===== src/rtl/mult_sched_ctrl.sv =====
// Two-requester scheduler for a mode-switchable multiplier with an in-order result FIFO.
// Optional statistics counters are built when MULT_SCHED_STATS_EN is defined.
module mult_sched_ctrl #(
  parameter int LAT        = 2,
  parameter int FIFO_DEPTH = 4
) (
  input  logic        clk,
  input  logic        reset,
`ifdef MULT_SCHED_STATS_EN
  output logic [15:0] stat_ops,
  output logic [15:0] stat_switches,
`endif
  input  logic        req0_valid,
  output logic        req0_ready,
  input  logic        req0_mode,
  input  logic [36:0] req0_a,
  input  logic [36:0] req0_b,
  input  logic        req1_valid,
  output logic        req1_ready,
  input  logic        req1_mode,
  input  logic [36:0] req1_a,
  input  logic [36:0] req1_b,
  output logic [36:0] mul_in1,
  output logic [36:0] mul_in2,
  output logic        mul_mode,
  input  logic [73:0] mul_out,
  output logic        res_valid,
  input  logic        res_ready,
  output logic        res_id,
  output logic        res_mode,
  output logic [73:0] res_data
);

  localparam int PW = (FIFO_DEPTH > 1) ? $clog2(FIFO_DEPTH) : 1;
  localparam int CW = 8;

  typedef enum logic [1:0] {IDLE, DRAIN, SWITCH} state_t;

  state_t          state, state_nx;
  logic            last_grant, lock_vld, lock_id;
  logic            win, win_vld, win_mode, issue, pop, credit_ok;
  logic [36:0]     win_a, win_b;
  logic [LAT-1:0]  vld_p, id_p, mode_p;
  logic            cap_vld, cap_id, cap_mode;
  logic [73:0]     cap_data;
  logic [75:0]     mem [FIFO_DEPTH];
  logic [PW-1:0]   wr_ptr, rd_ptr;
  logic [CW-1:0]   fifo_cnt, inflight;

  function automatic logic [PW-1:0] ptr_inc(input logic [PW-1:0] p);
    return (p == PW'(FIFO_DEPTH - 1)) ? '0 : p + 1'b1;
  endfunction

  function automatic logic [15:0] sat_inc(input logic [15:0] v);
    return (v == 16'hFFFF) ? v : v + 16'd1;
  endfunction

  // A mode-mismatched winner stays locked so the switch it caused is not wasted.
  always_comb begin
    if (lock_vld)                      win = lock_id;
    else if (req0_valid && req1_valid) win = ~last_grant;
    else                               win = req1_valid;
    win_vld  = win ? req1_valid : req0_valid;
    win_mode = win ? req1_mode  : req0_mode;
    win_a    = win ? req1_a     : req0_a;
    win_b    = win ? req1_b     : req0_b;
  end

  always_comb begin
    inflight = CW'(cap_vld);
    for (int i = 0; i < LAT; i++) inflight = inflight + CW'(vld_p[i]);
  end

  // A pop in this cycle frees its slot immediately; needed to sustain one op per cycle.
  assign res_valid = (fifo_cnt != '0);
  assign pop       = res_valid && res_ready;
  assign credit_ok = (inflight + fifo_cnt) < (CW'(FIFO_DEPTH) + CW'(pop));

  always_comb begin
    state_nx = state;
    issue    = 1'b0;
    case (state)
      IDLE: begin
        if (win_vld) begin
          if (win_mode == mul_mode) issue = credit_ok;
          else                      state_nx = DRAIN;
        end
      end
      DRAIN:   if (inflight == '0) state_nx = SWITCH;
      SWITCH:  state_nx = IDLE;
      default: state_nx = IDLE;
    endcase
  end

  assign req0_ready = issue && !win && !reset;
  assign req1_ready = issue &&  win && !reset;

  always_ff @(posedge clk or posedge reset) begin
    if (reset) begin
      state      <= IDLE;
      last_grant <= 1'b1;
      lock_vld   <= 1'b0;
      lock_id    <= 1'b0;
      mul_mode   <= 1'b0;
      mul_in1    <= '0;
      mul_in2    <= '0;
      vld_p      <= '0;
      cap_vld    <= 1'b0;
      wr_ptr     <= '0;
      rd_ptr     <= '0;
      fifo_cnt   <= '0;
    end else begin
      state <= state_nx;
      if (issue) begin
        lock_vld   <= 1'b0;
        last_grant <= win;
        mul_in1    <= win_a;
        mul_in2    <= win_b;
      end else if (state == IDLE && win_vld && win_mode != mul_mode) begin
        lock_vld <= 1'b1;
        lock_id  <= win;
      end
      if (state == SWITCH) mul_mode <= ~mul_mode;
      vld_p   <= (vld_p << 1) | LAT'(issue);
      cap_vld <= vld_p[LAT-1];
      if (cap_vld) wr_ptr <= ptr_inc(wr_ptr);
      if (pop)     rd_ptr <= ptr_inc(rd_ptr);
      fifo_cnt <= fifo_cnt + CW'(cap_vld) - CW'(pop);
    end
  end

  // Issue tags travel with the op; mul_out is captured LAT edges after issue.
  always_ff @(posedge clk) begin
    id_p     <= (id_p << 1)   | LAT'(win);
    mode_p   <= (mode_p << 1) | LAT'(mul_mode);
    cap_id   <= id_p[LAT-1];
    cap_mode <= mode_p[LAT-1];
    cap_data <= mul_out;
    if (cap_vld) mem[wr_ptr] <= {cap_id, cap_mode, cap_data};
  end

  assign {res_id, res_mode, res_data} = res_valid ? mem[rd_ptr] : 76'd0;

`ifdef MULT_SCHED_STATS_EN
  always_ff @(posedge clk or posedge reset) begin
    if (reset) begin
      stat_ops      <= '0;
      stat_switches <= '0;
    end else begin
      if (issue)           stat_ops      <= sat_inc(stat_ops);
      if (state == SWITCH) stat_switches <= sat_inc(stat_switches);
    end
  end
`endif

endmodule


===== config.mk =====
export PLATFORM = sky130hd
export DESIGN_NAME = mult_sched_ctrl
export DESIGN_NICKNAME = d
export VERILOG_FILES = /design/src/rtl/mult_sched_ctrl.sv
export SDC_FILE = /design/constraint.sdc
export NUM_CORES = 1
export LEC_CHECK = 0
export ABC_AREA = 1
export BUFFER_PORTS_ARGS = -buffer_cell sky130_fd_sc_hd__buf_2
export CORE_UTILIZATION = 55
export DETAILED_ROUTE_END_ITERATION = 16
export PLACE_DENSITY = 0.9
export SETUP_SLACK_MARGIN = 0.4
export SYNTH_ARGS = -nofsm -noshare
export SYNTH_HDL_FRONTEND = slang
export SYNTH_SLANG_ARGS = --single-unit

===== constraint.sdc =====
create_clock -name clk -period 4.1 [get_ports clk]
set_clock_uncertainty 0.2 [all_clocks]
set_input_delay 0.615 -clock clk [delete_from_list [all_inputs] [get_ports clk]]
set_output_delay 0.615 -clock clk [all_outputs]
set_load 0.1 [all_outputs]

==> results of run 1 <==
## state kept, by name (all words and copies together), names as in the netlist, 8 cells and up
register	cells
mem	304
cap_data	74
mul_in1	37
mul_in2	37
fifo_cnt	8
## layer usage
| metal | wire (um) | track usage (%) | vias up |
|---|---|---|---|
| met5 | 34 | 0.444 | - |
| met4 | 2590 | 15.8 | 6 |
| met3 | 4770 | 7.73 | 192 |
| met2 | 26400 | 51.0 | 874 |
| met1 | 18700 | 33.1 | 7038 |
| li1 | - | - | 6663 |
## what timing repair did
item	4_1_cts	5_1_grt
endpoints found under the hold margin	71	2
buffers inserted	5	1
cloned	0	1
endpoints found under the setup margin	2	26
hold buffers	71	2
pin swaps	8	1
gates resized for setup	4	4
## logic make-up (layout without fill, tap and decap cells)
| logic type | after synthesis | after routing | synth area share [%] |
|---|---|---|---|
| AND/OR/NAND/NOR | 839 | 839 | 17.6 |
| flip-flops | 479 | 479 | 70.4 |
| AO/OA/AOI/OAI | 240 | 240 | 6.46 |
| buffers and inverters | 142 | 618 | 3.33 |
| adder cells (fa/ha/maj) | 25 | 25 | 1.80 |
| XOR/XNOR | 8 | 8 | 0.376 |
| other | 0 | 8 | 0 |
## power by group through the flow
| stage | logic [mW] | clock network (mW) | registers, mW |
|---|---|---|---|
| 6_report | 10.5 | 4.39 | 5.88 |
| 5_1_grt | 11.1 | 4.62 | 5.92 |
| 4_1_cts | 10.3 | 4.39 | 5.86 |
| 3_5_place_dp | 10.2 | 0 | 5.94 |
| 3_3_place_gp | 10.0 | 0 | 5.93 |
| 2_1_floorplan | 6.66 | 0 | 7.70 |
## worst reg2reg max path, delay by kind of cell, from the launching register on
kind | cells | cell delay, ns
buf+inv | 4 | 0.66
simple gates | 7 | 0.78
flops | 1 | 0.41
fa+ha+maj | 3 | 1.33
## stage by stage
stage	instances	hold slack (ns)	util, %	power, mW	TNS (ns)
after floorplan	1733	0.110	-	14.4	0
after global placement	2489	0.113	63.7	15.9	0
after detailed placement	2489	0.118	63.7	16.1	0
after CTS	2653	0.00712	70.7	20.6	0
after global routing	2663	0.00909	70.9	21.6	-0.130
final	2665	0.0133	71.0	20.8	0
## how the worst max path moves through the flow
| stage | endpoint | start | cells past startpoint |
|---|---|---|---|
| after global placement | req1_ready | cap_vld | 14 |
| after floorplan | req1_ready | cap_vld | 13 |
| after global routing | req0_ready | vld_p[0] | 14 |
| after CTS | req0_ready | vld_p[0] | 14 |
| final | req0_ready | vld_p[0] | 14 |
| after detailed placement | req1_ready | cap_vld | 14 |
## Yosys cell counts (all sizes together)
cell type,number,share of area (%)
nand3,93,2.5
inv,44,0.89
dfxtp,80,8.6
xor2,5,0.24
xnor2,3,0.14
nor3,1,0.027
nor2,317,6.4
nor4,1,0.034
fa,3,0.32
edfxtp,304,49
or2,1,0.034
a21oi,80,2.1
buf,54,1.6
dfstp,1,0.14
o21ai,159,4.3
clkbuf,44,0.89
nand2,425,8.6
o31ai,1,0.040
ha,22,1.5
dfrtp,94,13
nand4,1,0.034
## final cells by class
class                           count  area (sq um)
Antenna cell                        8          20.0
Clock buffer                       68          1350
Clock inverter                     20           244
Fill cell                        2153          9710
Inverter                           44           180
Multi-Input combinational cell   1112          5270
Sequential cell                   479         13100
Tap cell                          448           561
Timing Repair Buffer              486          3000
==> results.json, run 1 <==
{
  "status": "complete, no violations",
  "worstSetupEndpointType": "output port",
  "r2r_end": "mul_in2[10]",
  "crit_slowest_cell": "fa_1",
  "wl_um": 52500,
  "worst_pin_slew_ns": 1.08,
  "timing.final.ws_setup_ns": 0.0232,
  "drive_above_1_share_pct": 26.7,
  "grt_use_total_pct": 29.4,
  "critPathRequiredTime_ns": 3.28,
  "startpoint_type": "flop",
  "clkSlewWorstSetupHoldPaths_ns": 0.06,
  "power_frac_comb_pct": 50.6,
  "gp_congestion": 0.916,
  "p_leak_nw": 10.3,
  "mostFrequentLayoutCell": "nand2_1",
  "die_area_sq_mm": 0.0346,
  "crit_buf_inv": 4,
  "power_density_mw_per_mm2": 876,
  "area_growth_pct": 27.5,
  "io_pins": 383,
  "min-delay-start": "mul_out[5]",
  "reg2reg_depth": 14,
  "r2r_slack_ns": 0.65,
  "post-place-ws_ns": 0.311,
  "first_global_vias": 14627,
  "grt_setup_unrepaired": "true",
  "fp.dieW_um": 186,
  "wire_per_inst_um": 19.7,
  "crit_type": "flop to output port",
  "antenna_found_initial": 10,
  "p_sw_share_pct": 51.8,
  "yosys.cell_types.count": 28,
  "clockBufferDepth": 3,
  "p_clk_share_pct": 21.1,
  "max_freq_mhz": 245,
  "dp_hpwl_um": 30300,
  "power.share.sequential_pct": 28.3,
  "fp.coreArea_sq_mm": 0.0334,
  "grt_pass1_wl_um": 76800,
  "grt_max_degree": 155,
  "cp_cell_sequence": "fa_1, ha_2, inv_2, fa_2, inv_2, nor2_1, nand3_1, nand2_1, nand2_2, nor2_4, buf_6, nand3_4, nor2_4, buf_12",
  "whs_endpoint": "cap_data[5]",
  "final_max_slew_viol_count": 0,
  "placed_cell_area_sq_mm": 0.0213,
  "fin_crit_ns": 4.08,
  "cpLargestDelayFamily": "adder cells",
  "whs_path_depth": 1,
  "hold_violations": 0,
  "cts_num_sinks": 479,
  "cp.arrival_ns": 3.26,
  "rows": 67,
  "ys_ff_latch": 479,
  "drc_errors": 0,
  "root_buffer": "clkbuf_16",
  "syn-num-nets": 1987,
  "die-height_um": 186,
  "cp_max_fo": 3,
  "final_cell_mix": "nand2_1 (421), buf_2 (380), nor2_1 (313)",
  "drt_iter0_drc": 1309,
  "maxCapViolCount": 0,
  "insertion_delay_ns": 0.56,
  "fin_crit_sh_pct": 99.4,
  "numCtsBuffers": 47,
  "synth.avg_cell_area_sq_um": 10.7,
  "setup_viol": 0,
  "detail-route-antenna-nets": 0,
  "h-tree-depth": 2,
  "start_util_pct": 55.7,
  "ys_warn_count": 0,
  "ir_drop_mv": 0.700,
  "grt_overflow": 0,
  "p_int_mw": 10.0,
  "slowest_delay_ns": 0.59,
  "ys_seq_area_share_pct": 70.4,
  "drt_first_pass_iters": 5,
  "place.port_buffers": 382,
  "vias": 14773,
  "p_sw_mw": 10.8,
  "reg2reg_from": "vld_p[0]",
  "design_area_sq_mm": 0.0237,
  "syn_inst": 1733,
  "final_nets": 2424,
  "hold_class": "input port to flop",
  "synth_area_sq_mm": 0.0186,
  "slew-limit-headroom_pct": 28.3,
  "routed_via_density": 5.54,
  "cts_tree": "done"
}
Power figures use the tool's default switching activity.
==> run 2: changes to the inputs <==
--- a/config.mk
+++ b/config.mk
@@ -7,7 +7,9 @@
 export LEC_CHECK = 0
 export ABC_AREA = 1
 export BUFFER_PORTS_ARGS = -buffer_cell sky130_fd_sc_hd__buf_2
-export CORE_UTILIZATION = 55
+export CELL_PAD_IN_SITES_DETAIL_PLACEMENT = 1
+export CELL_PAD_IN_SITES_GLOBAL_PLACEMENT = 2
+export CORE_UTILIZATION = 35
 export DETAILED_ROUTE_END_ITERATION = 16
 export PLACE_DENSITY = 0.9
 export SETUP_SLACK_MARGIN = 0.4
==> results.json, run 2 (synthesis results as in run 1) <==
{
  "status": "complete, but fails checks",
  "violations": "negative setup slack",
  "cp.arrival_ns": 3.31,
  "first_global_vias": 14812,
  "layout.cells.non_filler": 2919,
  "h-tree-depth": 2,
  "post-place-ws_ns": 0.385,
  "worstSetupEndpointType": "output port",
  "io_pins": 383,
  "antenna_found_initial": 21,
  "grt_overflow": 0,
  "final_max_slew_viol_count": 0,
  "wire_per_inst_um": 18.7,
  "crit_buf_inv": 3,
  "fin_crit_ns": 4.13,
  "fp.dieW_um": 233,
  "ir_drop_mv": 0.449,
  "insertion_delay_ns": 0.60,
  "place.port_buffers": 382,
  "die-height_um": 233,
  "cts_num_sinks": 479,
  "p_leak_nw": 10.4,
  "largest_reg_flops": 304,
  "clkSlewWorstSetupHoldPaths_ns": 0.06,
  "dp_cells": 2733,
  "maxCapViolCount": 0,
  "final_cell_mix": "nand2_1 (421), buf_2 (380), nor2_1 (311)",
  "reg_top3": "mem (304), cap_data (74)",
  "clockBufferDepth": 3,
  "routed_via_density": 4.80,
  "postLayoutCoreUtil_pct": 46.1,
  "numCtsBuffers": 52,
  "rows": 84,
  "vias": 14011,
  "hold_class": "input port to async pin",
  "grt_use_total_pct": 19.8,
  "slowest_delay_ns": 0.59,
  "grt_setup_unrepaired": "true",
  "startpoint_type": "flop",
  "power_density_mw_per_mm2": 867,
  "setup_viol": 2,
  "root_buffer": "clkbuf_16",
  "worst_pin_slew_ns": 1.07,
  "dp_hpwl_um": 34800,
  "regMostFlops": "mem",
  "start_util_pct": 35.4,
  "cpLargestDelayFamily": "adder cells",
  "cts_tree": "done",
  "critPathRequiredTime_ns": 3.28,
  "timing.final.ws_setup_ns": -0.0279,
  "gp_congestion": 0.796,
  "hold_ws_ns": 0.0928,
  "wl_um": 54500,
  "hold_violations": 0,
  "fp.coreArea_sq_mm": 0.0526,
  "drt_first_pass_iters": 5,
  "grt_pass1_wl_um": 82300,
  "die_area_sq_mm": 0.0541,
  "drt_iter0_drc": 636,
  "area_growth_pct": 30.0,
  "crit_slowest_cell": "fa_1",
  "fin_crit_sh_pct": 101,
  "slew-limit-headroom_pct": 28.5,
  "crit_type": "flop to output port",
  "cp_max_fo": 4,
  "finalSetupTns_ns": -0.0414,
  "drc_errors": 0,
  "cp_cell_sequence": "fa_1, ha_2, inv_2, fa_2, inv_2, nor2_2, nand3_1, nand2_1, nand2_2, nor2_4, nand3_4, nor2_4, buf_12",
  "max_freq_mhz": 242,
  "drive_above_1_share_pct": 27.2,
  "mostFrequentLayoutCell": "nand2_1",
  "detail-route-antenna-nets": 0,
  "final_nets": 2435,
  "grt_max_degree": 90
}
[run 2: final timing paths]
kind	depth (start not counted)	endpoint	from	slack, ns
max in group asynchronous	3	mul_in1[18]	reset	2.81
worst max register to register	16	mul_in1[33]	cap_vld	0.64
worst min register to register	0	cap_mode	mode_p[1]	0.13
min in group clk	0	cap_mode	mode_p[1]	0.13
worst min-delay path	2	lock_vld	reset	0.09
worst max-delay path	13	req1_ready	cap_vld	-0.03
[run 2: what timing repair did]
item / in CTS / in global routing
hold endpoints to repair: 74 / 0
hold buffers: 74 / 0
pin swaps: 7 / 4
buffers inserted: 7 / 1
setup endpoints to repair: 70 / 122
resized for setup: 6 / 6
[run 2: final cells by class]
type / instances / area [sq um]
Tap cell: 688 / 861
Timing Repair Buffer: 492 / 3030
Fill cell: 5827 / 28300
Clock buffer: 78 / 1530
Multi-Input combinational cell: 1112 / 5280
Antenna cell: 7 / 17.5
Sequential cell: 479 / 13100
Inverter: 44 / 178
Clock inverter: 19 / 189
[run 2: metal layers]
layer  global-route usage [%]  wire length, um  vias up
met5                        0               80        -
met4                     7.78             1780       12
met3                     5.05             3590      118
met2                     35.0            27100      410
met1                     22.9            21900     6786
li1                         -                -     6685
[run 2: worst register-to-register path: cells and delay by family, from the launching register on]
| family | cells | cell delay (ns) |
|---|---|---|
| adders and majority gates | 3 | 1.33 |
| and+or+nand+nor | 8 | 0.81 |
| buffers and inverters | 5 | 0.61 |
| DFF | 1 | 0.41 |
[run 2: per-stage QoR]
step,power (mW),area (sq um)
after floorplan,14.4,19000
after global placement,16.2,21600
after detailed placement,16.3,21600
after CTS,21.1,24100
after global routing,21.9,24200
final,21.0,24200
[run 2: where the power goes]
part	switching [mW]	total [mW]	internal, mW
Combinational	8.53	10.5	1.93
Sequential	0.326	5.90	5.57
Clock	1.91	4.64	2.73
